## config.mk

```make
export PLATFORM = sky130hd
export DESIGN_NAME = masc_exec_sched_flat
export DESIGN_NICKNAME = d
export VERILOG_FILES = /design/src/rtl/masc_exec_sched_pkg.sv /design/src/rtl/masc_exec_sched_if.sv /design/src/rtl/masc_exec_sched_rsp_fifo.sv /design/src/rtl/masc_exec_sched.sv /design/src/flat_wrapper.sv
export SDC_FILE = /design/constraint.sdc
export NUM_CORES = 1
export LEC_CHECK = 0
export ABC_CLOCK_PERIOD_IN_PS = 5100
export CORE_AREA = 2 2 167 169
export DETAILED_ROUTE_END_ITERATION = 7
export DIE_AREA = 0 0 169 171
export HOLD_SLACK_MARGIN = 0.02
export PLACE_DENSITY_LB_ADDON = 0.15
export SETUP_SLACK_MARGIN = 0.05
export SYNTH_ARGS = -nofsm -noshare
export SYNTH_HDL_FRONTEND = slang
export SYNTH_SLANG_ARGS = --single-unit
export TNS_END_PERCENT = 20
```

## constraint.sdc

```tcl
create_clock -name clk -period 5.1 [get_ports clk]
set_clock_uncertainty 0.1 [all_clocks]
set_input_delay 0.51 -clock clk [delete_from_list [all_inputs] [get_ports clk]]
set_output_delay 0.51 -clock clk [all_outputs]
set_load 0.03 [all_outputs]
```

## src/rtl/masc_exec_sched_pkg.sv

```systemverilog
// Shared types and widths for the masc execute-unit scheduler.
// The round-robin wrap helper is used by the arbiter pointer update.
package masc_exec_pkg;

  localparam int INSTR_W   = 32;
  localparam int DATA_W    = 32;
  localparam int BS_W      = 8;
  localparam int EXU_OUT_W = 33;

  typedef enum logic [0:0] {
    RUN   = 1'b0,
    DRAIN = 1'b1
  } sched_state_e;

  function automatic int rr_next(input int idx, input int n);
    return (idx + 1 >= n) ? 0 : idx + 1;
  endfunction

endpackage

```

## src/rtl/masc_exec_sched_if.sv

```systemverilog
// Bundle of requester, execute-unit, response and flush signals of the scheduler.
// master is the scheduler side, slave is the surrounding environment.
interface masc_exec_sched_if #(
  parameter int NUM_REQ = 2
) ();
  import masc_exec_pkg::*;

  logic [NUM_REQ-1:0]         req_valid;
  logic [NUM_REQ-1:0]         req_ready;
  logic [NUM_REQ*INSTR_W-1:0] req_instr;
  logic [NUM_REQ*DATA_W-1:0]  req_rs1;
  logic [NUM_REQ*DATA_W-1:0]  req_rs2;
  logic [NUM_REQ*BS_W-1:0]    req_bs;

  logic [INSTR_W-1:0]         exu_instruction;
  logic [DATA_W-1:0]          exu_rs1;
  logic [DATA_W-1:0]          exu_rs2;
  logic [BS_W-1:0]            exu_bs;
  logic                       exu_valid;
  logic [EXU_OUT_W-1:0]       exu_out;

  logic [NUM_REQ-1:0]         rsp_valid;
  logic [NUM_REQ-1:0]         rsp_ready;
  logic [NUM_REQ*DATA_W-1:0]  rsp_data;
  logic [NUM_REQ-1:0]         rsp_ok;

  logic                       flush_req;
  logic                       flush_done;
  logic                       busy;

  modport master (
    input  req_valid, req_instr, req_rs1, req_rs2, req_bs,
    output req_ready,
    output exu_instruction, exu_rs1, exu_rs2, exu_bs, exu_valid,
    input  exu_out,
    output rsp_valid, rsp_data, rsp_ok,
    input  rsp_ready,
    input  flush_req,
    output flush_done, busy
  );

  modport slave (
    output req_valid, req_instr, req_rs1, req_rs2, req_bs,
    input  req_ready,
    input  exu_instruction, exu_rs1, exu_rs2, exu_bs, exu_valid,
    output exu_out,
    input  rsp_valid, rsp_data, rsp_ok,
    output rsp_ready,
    output flush_req,
    input  flush_done, busy
  );

endinterface

```

## src/rtl/masc_exec_sched_rsp_fifo.sv

```systemverilog
// Per-requester response FIFO holding {result-valid flag, data}, plus an
// overflow checker that flags a push into a full FIFO.
module masc_rsp_fifo #(
  parameter int DEPTH = 2,
  parameter int W     = 33
) (
  input  logic         clk,
  input  logic         reset,
  input  logic         push,
  input  logic [W-1:0] din,
  input  logic         pop,
  output logic [W-1:0] dout,
  output logic         empty,
  output logic         full
);

  localparam int PTR_W = (DEPTH > 1) ? $clog2(DEPTH) : 1;
  localparam int CNT_W = $clog2(DEPTH + 1);

  logic [W-1:0]     mem_q [DEPTH];
  logic [PTR_W-1:0] wr_ptr_q, rd_ptr_q;
  logic [CNT_W-1:0] count_q, count_d;
  logic             push_ok_s, pop_ok_s;

  function automatic logic [PTR_W-1:0] ptr_inc(input logic [PTR_W-1:0] p);
    return (p == PTR_W'(DEPTH - 1)) ? {PTR_W{1'b0}} : p + PTR_W'(1);
  endfunction

  assign empty     = (count_q == {CNT_W{1'b0}});
  assign full      = (count_q == CNT_W'(DEPTH));
  assign push_ok_s = push && !full;
  assign pop_ok_s  = pop && !empty;
  assign dout      = mem_q[rd_ptr_q];

  always_comb begin
    count_d = count_q;
    case ({push_ok_s, pop_ok_s})
      2'b10:   count_d = count_q + CNT_W'(1);
      2'b01:   count_d = count_q - CNT_W'(1);
      default: count_d = count_q;
    endcase
  end

  always_ff @(posedge clk or posedge reset) begin
    if (reset) begin
      wr_ptr_q <= {PTR_W{1'b0}};
      rd_ptr_q <= {PTR_W{1'b0}};
      count_q  <= {CNT_W{1'b0}};
      for (int i = 0; i < DEPTH; i++) begin
        mem_q[i] <= {W{1'b0}};
      end
    end else begin
      if (push_ok_s) begin
        mem_q[wr_ptr_q] <= din;
        wr_ptr_q        <= ptr_inc(wr_ptr_q);
      end
      if (pop_ok_s) begin
        rd_ptr_q <= ptr_inc(rd_ptr_q);
      end
      count_q <= count_d;
    end
  end

endmodule

module masc_rsp_fifo_chk (
  input logic clk,
  input logic reset,
  input logic push,
  input logic full
);

  property p_no_overflow;
    @(posedge clk) disable iff (reset) !(push && full);
  endproperty

  a_no_overflow: assert property (p_no_overflow);

endmodule

```

## src/rtl/masc_exec_sched.sv

```systemverilog
// Round-robin, credit-gated scheduler sharing one execute unit among NUM_REQ
// requesters, with in-order per-requester result FIFOs and a drain handshake.
module masc_exec_sched
  import masc_exec_pkg::*;
#(
  parameter int NUM_REQ   = 2,
  parameter int EXEC_LAT  = 1,
  parameter int RSP_DEPTH = 2
) (
  input logic                clk,
  input logic                reset,
  masc_exec_sched_if.master  bus
);

  localparam int IDX_W  = $clog2(NUM_REQ);
  localparam int CRED_W = $clog2(RSP_DEPTH + 1);

  sched_state_e       state_q, state_d;
  logic [IDX_W-1:0]   ptr_q, ptr_d;
  logic [EXEC_LAT-1:0] tag_v_q;
  logic [IDX_W-1:0]   tag_idx_q [EXEC_LAT];

  logic [NUM_REQ-1:0] eligible_s, grant_s, pop_s, push_s, empty_s, full_s;
  logic [IDX_W-1:0]   winner_s, arb_idx_s;
  logic               any_grant_s, found_s, arb_hit_s, last_v_s, flush_done_s;

  // Round-robin pick: first eligible requester at or after the pointer.
  always_comb begin
    grant_s   = {NUM_REQ{1'b0}};
    winner_s  = {IDX_W{1'b0}};
    found_s   = 1'b0;
    arb_idx_s = {IDX_W{1'b0}};
    arb_hit_s = 1'b0;
    for (int k = 0; k < NUM_REQ; k++) begin
      arb_idx_s          = IDX_W'((int'(ptr_q) + k) % NUM_REQ);
      arb_hit_s          = !found_s && eligible_s[arb_idx_s];
      grant_s[arb_idx_s] = grant_s[arb_idx_s] | arb_hit_s;
      winner_s           = arb_hit_s ? arb_idx_s : winner_s;
      found_s            = found_s | arb_hit_s;
    end
  end

  assign any_grant_s = |grant_s;
  assign ptr_d       = any_grant_s ? IDX_W'(rr_next(int'(winner_s), NUM_REQ)) : ptr_q;
  assign last_v_s    = tag_v_q[EXEC_LAT-1];

  assign bus.req_ready       = grant_s;
  assign bus.exu_valid       = any_grant_s;
  assign bus.exu_instruction = any_grant_s ? bus.req_instr[winner_s*INSTR_W +: INSTR_W] : {INSTR_W{1'b0}};
  assign bus.exu_rs1         = any_grant_s ? bus.req_rs1[winner_s*DATA_W +: DATA_W] : {DATA_W{1'b0}};
  assign bus.exu_rs2         = any_grant_s ? bus.req_rs2[winner_s*DATA_W +: DATA_W] : {DATA_W{1'b0}};
  assign bus.exu_bs          = any_grant_s ? bus.req_bs[winner_s*BS_W +: BS_W] : {BS_W{1'b0}};

  assign bus.flush_done = flush_done_s;
  assign bus.busy       = (|tag_v_q) | (|(~empty_s));

  // Drain FSM: DRAIN blocks issue until the tag pipe is empty; FIFOs are kept.
  always_comb begin
    state_d      = state_q;
    flush_done_s = 1'b0;
    case (state_q)
      RUN: begin
        if (bus.flush_req) begin
          state_d = DRAIN;
        end else begin
          state_d = RUN;
        end
      end
      DRAIN: begin
        if (tag_v_q == {EXEC_LAT{1'b0}}) begin
          state_d      = RUN;
          flush_done_s = 1'b1;
        end else begin
          state_d = DRAIN;
        end
      end
      default: state_d = RUN;
    endcase
  end

  // State, arbitration pointer and tag pipe; a reset drops every in-flight tag.
  always_ff @(posedge clk or posedge reset) begin
    if (reset) begin
      state_q <= RUN;
      ptr_q   <= {IDX_W{1'b0}};
      tag_v_q <= {EXEC_LAT{1'b0}};
      for (int s = 0; s < EXEC_LAT; s++) begin
        tag_idx_q[s] <= {IDX_W{1'b0}};
      end
    end else begin
      state_q      <= state_d;
      ptr_q        <= ptr_d;
      tag_v_q[0]   <= any_grant_s;
      tag_idx_q[0] <= winner_s;
      for (int s = 1; s < EXEC_LAT; s++) begin
        tag_v_q[s]   <= tag_v_q[s-1];
        tag_idx_q[s] <= tag_idx_q[s-1];
      end
    end
  end

  for (genvar g = 0; g < NUM_REQ; g++) begin : g_req
    logic [CRED_W-1:0]    credit_q, credit_d;
    logic [EXU_OUT_W-1:0] dout_s;

    assign eligible_s[g] = bus.req_valid[g] && (credit_q != {CRED_W{1'b0}}) &&
                           (state_q == RUN) && !bus.flush_req;
    assign push_s[g]     = last_v_s && (tag_idx_q[EXEC_LAT-1] == IDX_W'(g));
    assign pop_s[g]      = bus.rsp_ready[g] && !empty_s[g];

    assign bus.rsp_valid[g]                  = !empty_s[g];
    assign bus.rsp_data[g*DATA_W +: DATA_W]  = dout_s[DATA_W-1:0];
    assign bus.rsp_ok[g]                     = dout_s[DATA_W];

    // A credit is taken at issue and returned when the response is consumed.
    always_comb begin
      credit_d = credit_q;
      case ({grant_s[g], pop_s[g]})
        2'b10:   credit_d = credit_q - CRED_W'(1);
        2'b01:   credit_d = credit_q + CRED_W'(1);
        default: credit_d = credit_q;
      endcase
    end

    always_ff @(posedge clk or posedge reset) begin
      if (reset) begin
        credit_q <= CRED_W'(RSP_DEPTH);
      end else begin
        credit_q <= credit_d;
      end
    end

    masc_rsp_fifo #(
      .DEPTH (RSP_DEPTH),
      .W     (EXU_OUT_W)
    ) u_fifo (
      .clk   (clk),
      .reset (reset),
      .push  (push_s[g]),
      .din   (bus.exu_out),
      .pop   (pop_s[g]),
      .dout  (dout_s),
      .empty (empty_s[g]),
      .full  (full_s[g])
    );

    masc_rsp_fifo_chk u_chk (
      .clk   (clk),
      .reset (reset),
      .push  (push_s[g]),
      .full  (full_s[g])
    );
  end

endmodule

```

## src/flat_wrapper.sv

```systemverilog
// flat-port wrapper written by rule: the top's interface ports become plain ports
module masc_exec_sched_flat import masc_exec_pkg::*;
#(
  parameter int NUM_REQ   = 2,
  parameter int EXEC_LAT  = 1,
  parameter int RSP_DEPTH = 2
)
  (clk, reset, bus_req_valid, bus_req_instr, bus_req_rs1, bus_req_rs2, bus_req_bs, bus_req_ready, bus_exu_instruction, bus_exu_rs1, bus_exu_rs2, bus_exu_bs, bus_exu_valid, bus_exu_out, bus_rsp_valid, bus_rsp_data, bus_rsp_ok, bus_rsp_ready, bus_flush_req, bus_flush_done, bus_busy);
  masc_exec_sched_if #(.NUM_REQ(NUM_REQ)) bus_i ();
  input logic clk;
  input logic reset;
  input wire logic [$bits(bus_i.req_valid)-1:0] bus_req_valid;
  input wire logic [$bits(bus_i.req_instr)-1:0] bus_req_instr;
  input wire logic [$bits(bus_i.req_rs1)-1:0] bus_req_rs1;
  input wire logic [$bits(bus_i.req_rs2)-1:0] bus_req_rs2;
  input wire logic [$bits(bus_i.req_bs)-1:0] bus_req_bs;
  output wire logic [$bits(bus_i.req_ready)-1:0] bus_req_ready;
  output wire logic [$bits(bus_i.exu_instruction)-1:0] bus_exu_instruction;
  output wire logic [$bits(bus_i.exu_rs1)-1:0] bus_exu_rs1;
  output wire logic [$bits(bus_i.exu_rs2)-1:0] bus_exu_rs2;
  output wire logic [$bits(bus_i.exu_bs)-1:0] bus_exu_bs;
  output wire logic [$bits(bus_i.exu_valid)-1:0] bus_exu_valid;
  input wire logic [$bits(bus_i.exu_out)-1:0] bus_exu_out;
  output wire logic [$bits(bus_i.rsp_valid)-1:0] bus_rsp_valid;
  output wire logic [$bits(bus_i.rsp_data)-1:0] bus_rsp_data;
  output wire logic [$bits(bus_i.rsp_ok)-1:0] bus_rsp_ok;
  input wire logic [$bits(bus_i.rsp_ready)-1:0] bus_rsp_ready;
  input wire logic [$bits(bus_i.flush_req)-1:0] bus_flush_req;
  output wire logic [$bits(bus_i.flush_done)-1:0] bus_flush_done;
  output wire logic [$bits(bus_i.busy)-1:0] bus_busy;
  assign bus_i.req_valid = bus_req_valid;
  assign bus_i.req_instr = bus_req_instr;
  assign bus_i.req_rs1 = bus_req_rs1;
  assign bus_i.req_rs2 = bus_req_rs2;
  assign bus_i.req_bs = bus_req_bs;
  assign bus_req_ready = bus_i.req_ready;
  assign bus_exu_instruction = bus_i.exu_instruction;
  assign bus_exu_rs1 = bus_i.exu_rs1;
  assign bus_exu_rs2 = bus_i.exu_rs2;
  assign bus_exu_bs = bus_i.exu_bs;
  assign bus_exu_valid = bus_i.exu_valid;
  assign bus_i.exu_out = bus_exu_out;
  assign bus_rsp_valid = bus_i.rsp_valid;
  assign bus_rsp_data = bus_i.rsp_data;
  assign bus_rsp_ok = bus_i.rsp_ok;
  assign bus_i.rsp_ready = bus_rsp_ready;
  assign bus_i.flush_req = bus_flush_req;
  assign bus_flush_done = bus_i.flush_done;
  assign bus_busy = bus_i.busy;
  masc_exec_sched #(.NUM_REQ(NUM_REQ), .EXEC_LAT(EXEC_LAT), .RSP_DEPTH(RSP_DEPTH)) u_core (.clk(clk), .reset(reset), .bus(bus_i));
endmodule
```

After elaboration in Yosys (flattened, before gate mapping):

Index checks and enable logic that the tools add are counted.
Widths: inputs -> output; s select.

* bits in registers: 148
* latch bits: 0
* bits in writable memories: 0
* ROM bits: 0
* input bits: 248
* memories kept: 0

* $add $sub $neg: 14
* multiply operators: 0
* divide/modulo/power cells: 0
* $lt $le $gt $ge: 11
* equal/unequal tests: 10
* shift operators: 4
* muxes and demuxes: 44
* bitwise gates (word level): 11
* reduce and logical (&&, ||, !) cells: 35

Operators by type and width (count)
* $mux 33: 8
* $shiftx 64x7->32: 3
* $bwmux 66: 2
* $mux 32: 3
* $demux 33 s1: 2
* $mux 1: 20
* $logic_and 1x1->1: 19
* $pmux 2 s2: 4
* $shiftx 16x5->8: 1
* $eq 2x2->1 const B: 6
* $reduce_bool 2->1: 6
* $ge 2x2->1 const B: 5
* $add 2x1->2 const B: 4
* $eq 2x1->1 const B: 4
* $mux 8: 1
* $not 1->2: 4
* $sub 2x1->2 const B: 4
* $logic_not 1->1: 6
* $add 1x1->1 const B: 5
* $logic_not 2->1: 2
* $lt 1x2->1 const B: 2
* $lt 2x1->1 const B: 2
* $reduce_or 2->1: 2
* $or 1x1->1: 3
* other kinds (8): 11

Logic depth before layout (Yosys ltp):

* depth after elaboration: 14
* depth in mapped cells: 10

Hierarchy:

A second synthesis with hierarchy kept.

* cell total of the unflattened synthesis: 561
* area, all modules: 7936.4 sq um

By module, submodules not included
* masc_rsp_fifo: instances 2, cells each 195, area each 3228.1 sq um
* masc_exec_sched: instances 1, cells each 171, area each 1480.2 sq um

Least setup slack after synthesis:

OpenSTA, ideal clock, no wires.

* path type: input-to-output
* start point: input bus_flush_req
* end point: output bus_exu_rs2[10]
* data arrival time: 1.537 ns
* data required time: 4.490 ns
* slack: 2.953 ns
* cell stages on the path: 6
* path buffers: 3
* path through: nor2_4 -> and3b_1 -> buf_6 -> buf_6 -> buf_6 -> a32o_1

* word-level cells in the longest chain between the ends: 12
* elaborated cells between the ends (all ways): 20
* classes of those cells: shift: 1; mux: 10; bitwise: 3; reduce/logical: 6

Ends and longest elaborated chain
* from (decl): RTL line flat_wrapper.sv:28 `input wire logic [$bits(bus_i.flush_req)-1:0] bus_flush_req;`
* $logic_not 1->1 *: RTL line masc_exec_sched.sv:107 `(state_q == RUN) && !bus.flush_req;`
* branches (longest 10 deep; another with $shiftx 64x7->32)
* $mux 32 *: RTL line masc_exec_sched.sv:51 `assign bus.exu_rs2 = any_grant_s ? bus.req_rs2[winner_s*DATA_W +: DATA_W] : {DATA_W{1'b0}};`
* to (decl): RTL line flat_wrapper.sv:20 `output wire logic [$bits(bus_i.exu_rs2)-1:0] bus_exu_rs2;`

Mark *: on every way between the ends. The select of a mux whose other input is x is not followed.

Final worst setup path:

* start point: input bus_req_valid[0]
* end point: output bus_exu_rs2[20]

* word-level cells in the longest chain between the ends: 13
* elaborated cells between the ends (all ways): 20
* classes of those cells: shift: 1; mux: 10; bitwise: 3; reduce/logical: 6

Ends and longest elaborated chain
* from (decl): RTL line flat_wrapper.sv:12 `input wire logic [$bits(bus_i.req_valid)-1:0] bus_req_valid;`
* $logic_and 1x1->1 * (2 in series): RTL line masc_exec_sched.sv:106 `assign eligible_s[g] = bus.req_valid[g] && (credit_q != {CRED_W{1'b0}}) &&`
* $logic_and 1x1->1 *: RTL line masc_exec_sched.sv:107
* branches (longest 9 deep; another with $shiftx 64x7->32)
* $mux 32 *: RTL line masc_exec_sched.sv:51

Marked as above.

==> qor.csv <==
stage,metric,value,unit
run_status,outcome,finished clean,
critical_path,crit_chain,clkdlybuf4s50_1 -> nand2b_4 -> o2111ai_4 -> clkinv_2 -> buf_12 -> a32o_1 -> clkdlybuf4s50_1,
power_and_ir_drop,vdd_drop_max,0.258,mV
yosys,synth-seq-cells,148,
critical_path,worstSetupEndpointType,primary output,
sta,rsz0062_at_grt,no,
cts,clock_sinks,148,
cts,clkTransAtPathRegs,60,ps
sta,hold_viol,0,
cts,htree_levels,4,
routing,detailedRoute.firstIterationViolations,444,
critical_path,path_common_cell,clkdlybuf4s50_1,
placed_design,portBuffers,424,
routing,drt_pass1_iterations,5,
critical_path,slowest_stage,clkinv_2,
critical_path,cp.depth,7,
sta,slew_headroom,0.406,
die,row_count,61,
critical_path,r2r_setup_slack,2760,ps
critical_path,crit_path_start,bus_req_valid[0],
routing,routed_wl,38300,µm
grt,grt_pass1_vias,7089,
sta,tightestPinTransition,890,ps
yosys,avgSynthCellArea,14.2,µm²
yosys,synth_edf_count,0,
critical_path,crit_fanout,55,
cts,clk_latency,420,ps
critical_path,path_class,in -> out,
cts,cts_tree,done,
yosys,ys_top_cells_by_area,"dfrtp_1 46%, mux2_2 25%, a32o_1 13%",
layout,fin_area,13000,µm²
die,dieArea,28900,µm²
sta,min_period,4070,ps
sta,setup_tns,0,ps
yosys,ys_types,35,
sta,fmax,246,MHz
cts,numCtsBuffers,17,
die,initial_core_util,0.291,
placed_design,globalplace.congestion,0.882,
routing,wl_per_cell,28.9,µm
die,core_area,27300,µm²
grt,antenna_found_initial,11,
yosys,synthFlopType,dfrtp_1,
sta,holdWs,389,ps
cts,cts_setup_buffers,0,
critical_path,rr_endpoint,u_core.g_req[1].u_fifo.mem_q[64]$_DFFE_PP0P_,
yosys,ys_seq_area_frac,0.466,
grt,grt_pass1_wl,53400,µm
cts,cts_resized,0,
placed_design,hpwl,30200,µm
grt,grt_overflow,0,
critical_path,slowest_delay,710,ps
die,die_w,169,µm
cts,holdBufCountCts,0,
cts,clockBufferDepth,2,
cts,root_buffer,clkbuf_16,
yosys,synth_area,7960,µm²
critical_path,reg2reg_from,u_core.last_v_s$_DFF_PP0_,
critical_path,path_buf_inv,4,
power_and_ir_drop,p_leak,5.02,nW
grt,grt_usage,0.262,
routing,num_vias,6866,
die,top_level_ports,425,
layout,nets,1215,
yosys,ys.warnings.count,0,
layout,fillers,2526,
critical_path,crit_end,bus_exu_rs2[20],
yosys,synth_top_area_share,0.459,
die,die_height,171,µm
routing,drtAntennaViolNets,0,
layout,drive_above_1_share,0.272,
power_and_ir_drop,powerDensity,584,nW/µm²
yosys,synth_cells,559,
job,drv_cap,0,
critical_path,path_delay_family,buffers and inverters,
sta,finalSetupViolCount,0,
routing,routed_via_density,5.18,
grt,grt_max_degree,66,
layout,area_growth,63.4,%
yosys,synthArstFlopShare,1.00,
critical_path,worstPathRequired,4490,ps
sta,slew_violations,0,
placed_design,place_area,12400,µm²
sta,period_share,0.797,
yosys,yosysTopAreaCell,dfrtp_1,
yosys,synthesis.nets,811,
routing,drc,0,
critical_path,arrival,3460,ps
worst_hold_path,hp-class,reg -> reg,
critical_path,crit_path_start_kind,input port,
critical_path,r2r_cells,3,
## flip-flops by register name, indices dropped and copies added (netlist names)
signal	count
u_core.g_req.credit_q	4
u_core.g_req.u_fifo.count_q	4
u_core.g_req.u_fifo.mem_q	132
u_core.g_req.u_fifo.rd_ptr_q	2
u_core.g_req.u_fifo.wr_ptr_q	2
u_core.last_v_s	1
u_core.ptr_q	1
u_core.state_q	1
u_core.tag_idx_q	1
## synth_stat cells, types with 4 or more instances
master    instances
xor2_1            8
nor2_1            4
ha_1              4
buf_2            24
buf_6            20
clkbuf_1          9
dfrtp_1         146
a32o_1          104
mux2_4           22
xnor2_1           8
mux2_2          174
## area by class of cell
cell class              count  area (µm²)  share of cell area
multi-input cells         352        3840               0.295
flip-flops and latches    148        3710               0.285
clock buffers              17         425              0.0327
repair buffers            441        4400               0.338
diodes                      3        7.51            0.000577
inverters                   3        17.5             0.00135
clock inverters            15         178              0.0137
well taps                 346         433              0.0333
## layer usage
metal / share of wire / track usage / up-vias
met1: 0.40 / 0.313 / 3493
met2: 0.52 / 0.471 / 309
met5: 0 / 0 / -
li1: - / - / 3007
met4: 0.027 / 0.0825 / 0
met3: 0.055 / 0.0588 / 57
## cells in the final DEF, fill, tap and decap left out, types with 4 or more instances in the layout
cell | Yosys | layout
clkdlybuf4s50_1 | 0 | 424
nor2_1 | 4 | 4
xor2_1 | 8 | 8
ha_1 | 4 | 4
a32o_1 | 104 | 104
mux2_4 | 22 | 22
xnor2_1 | 8 | 8
clkinvlp_4 | 0 | 4
dfrtp_1 | 146 | 146
clkbuf_16 | 0 | 17
mux2_2 | 174 | 174
buf_4 | 3 | 15
## cells by family after synthesis
| logic type | after synthesis | synth area share |
|---|---|---|
| AOI/OAI and AO/OA | 107 | 0.136 |
| and+or+nand+nor | 26 | 0.0303 |
| xor gates and xnor gates | 16 | 0.0176 |
| DFF | 148 | 0.466 |
| buffers and inverters | 59 | 0.0519 |
| muxes | 199 | 0.292 |
| adders and majority gates | 4 | 0.00629 |
## metrics by stage
| step | worst slack [ps] | utilization | total power, W | cells |
|---|---|---|---|---|
| global placement | 1140 | 0.454 | 0.00632 | 1290 |
| global route | 950 | 0.476 | 0.00797 | 1325 |
| floorplan | 514 | - | 0.00485 | 559 |
| finish | 1030 | 0.476 | 0.00760 | 1325 |
| detailed placement | 1090 | 0.454 | 0.00635 | 1290 |
| CTS | 1070 | 0.476 | 0.00766 | 1322 |
## where the power goes
part,internal [W],total (W),switching (W)
Combinational,0.00211,0.00423,0.00212
Clock,0.000735,0.00127,0.000536
Sequential,0.00176,0.00210,0.000337
Total,0.00461,0.00760,0.00299
## worst min path at each step
stage / cells after the start / end / slack (ps) / startpoint
after detailed placement: 1 / u_core.g_req[0].u_fifo.mem_q[31]$_DFFE_PP0P_ / 380 / u_core.g_req[0].u_fifo.mem_q[31]$_DFFE_PP0P_
after floorplan: 1 / u_core.g_req[0].u_fifo.mem_q[29]$_DFFE_PP0P_ / 360 / u_core.g_req[0].u_fifo.mem_q[29]$_DFFE_PP0P_
after CTS: 1 / u_core.g_req[0].u_fifo.mem_q[31]$_DFFE_PP0P_ / 390 / u_core.g_req[0].u_fifo.mem_q[31]$_DFFE_PP0P_
final: 1 / u_core.g_req[0].u_fifo.mem_q[31]$_DFFE_PP0P_ / 390 / u_core.g_req[0].u_fifo.mem_q[31]$_DFFE_PP0P_
after global placement: 1 / u_core.g_req[0].u_fifo.mem_q[31]$_DFFE_PP0P_ / 370 / u_core.g_req[0].u_fifo.mem_q[31]$_DFFE_PP0P_
after global routing: 1 / u_core.g_req[0].u_fifo.mem_q[4]$_DFFE_PP0P_ / 410 / u_core.g_req[0].u_fifo.mem_q[4]$_DFFE_PP0P_
Power figures use the tool's default switching activity.
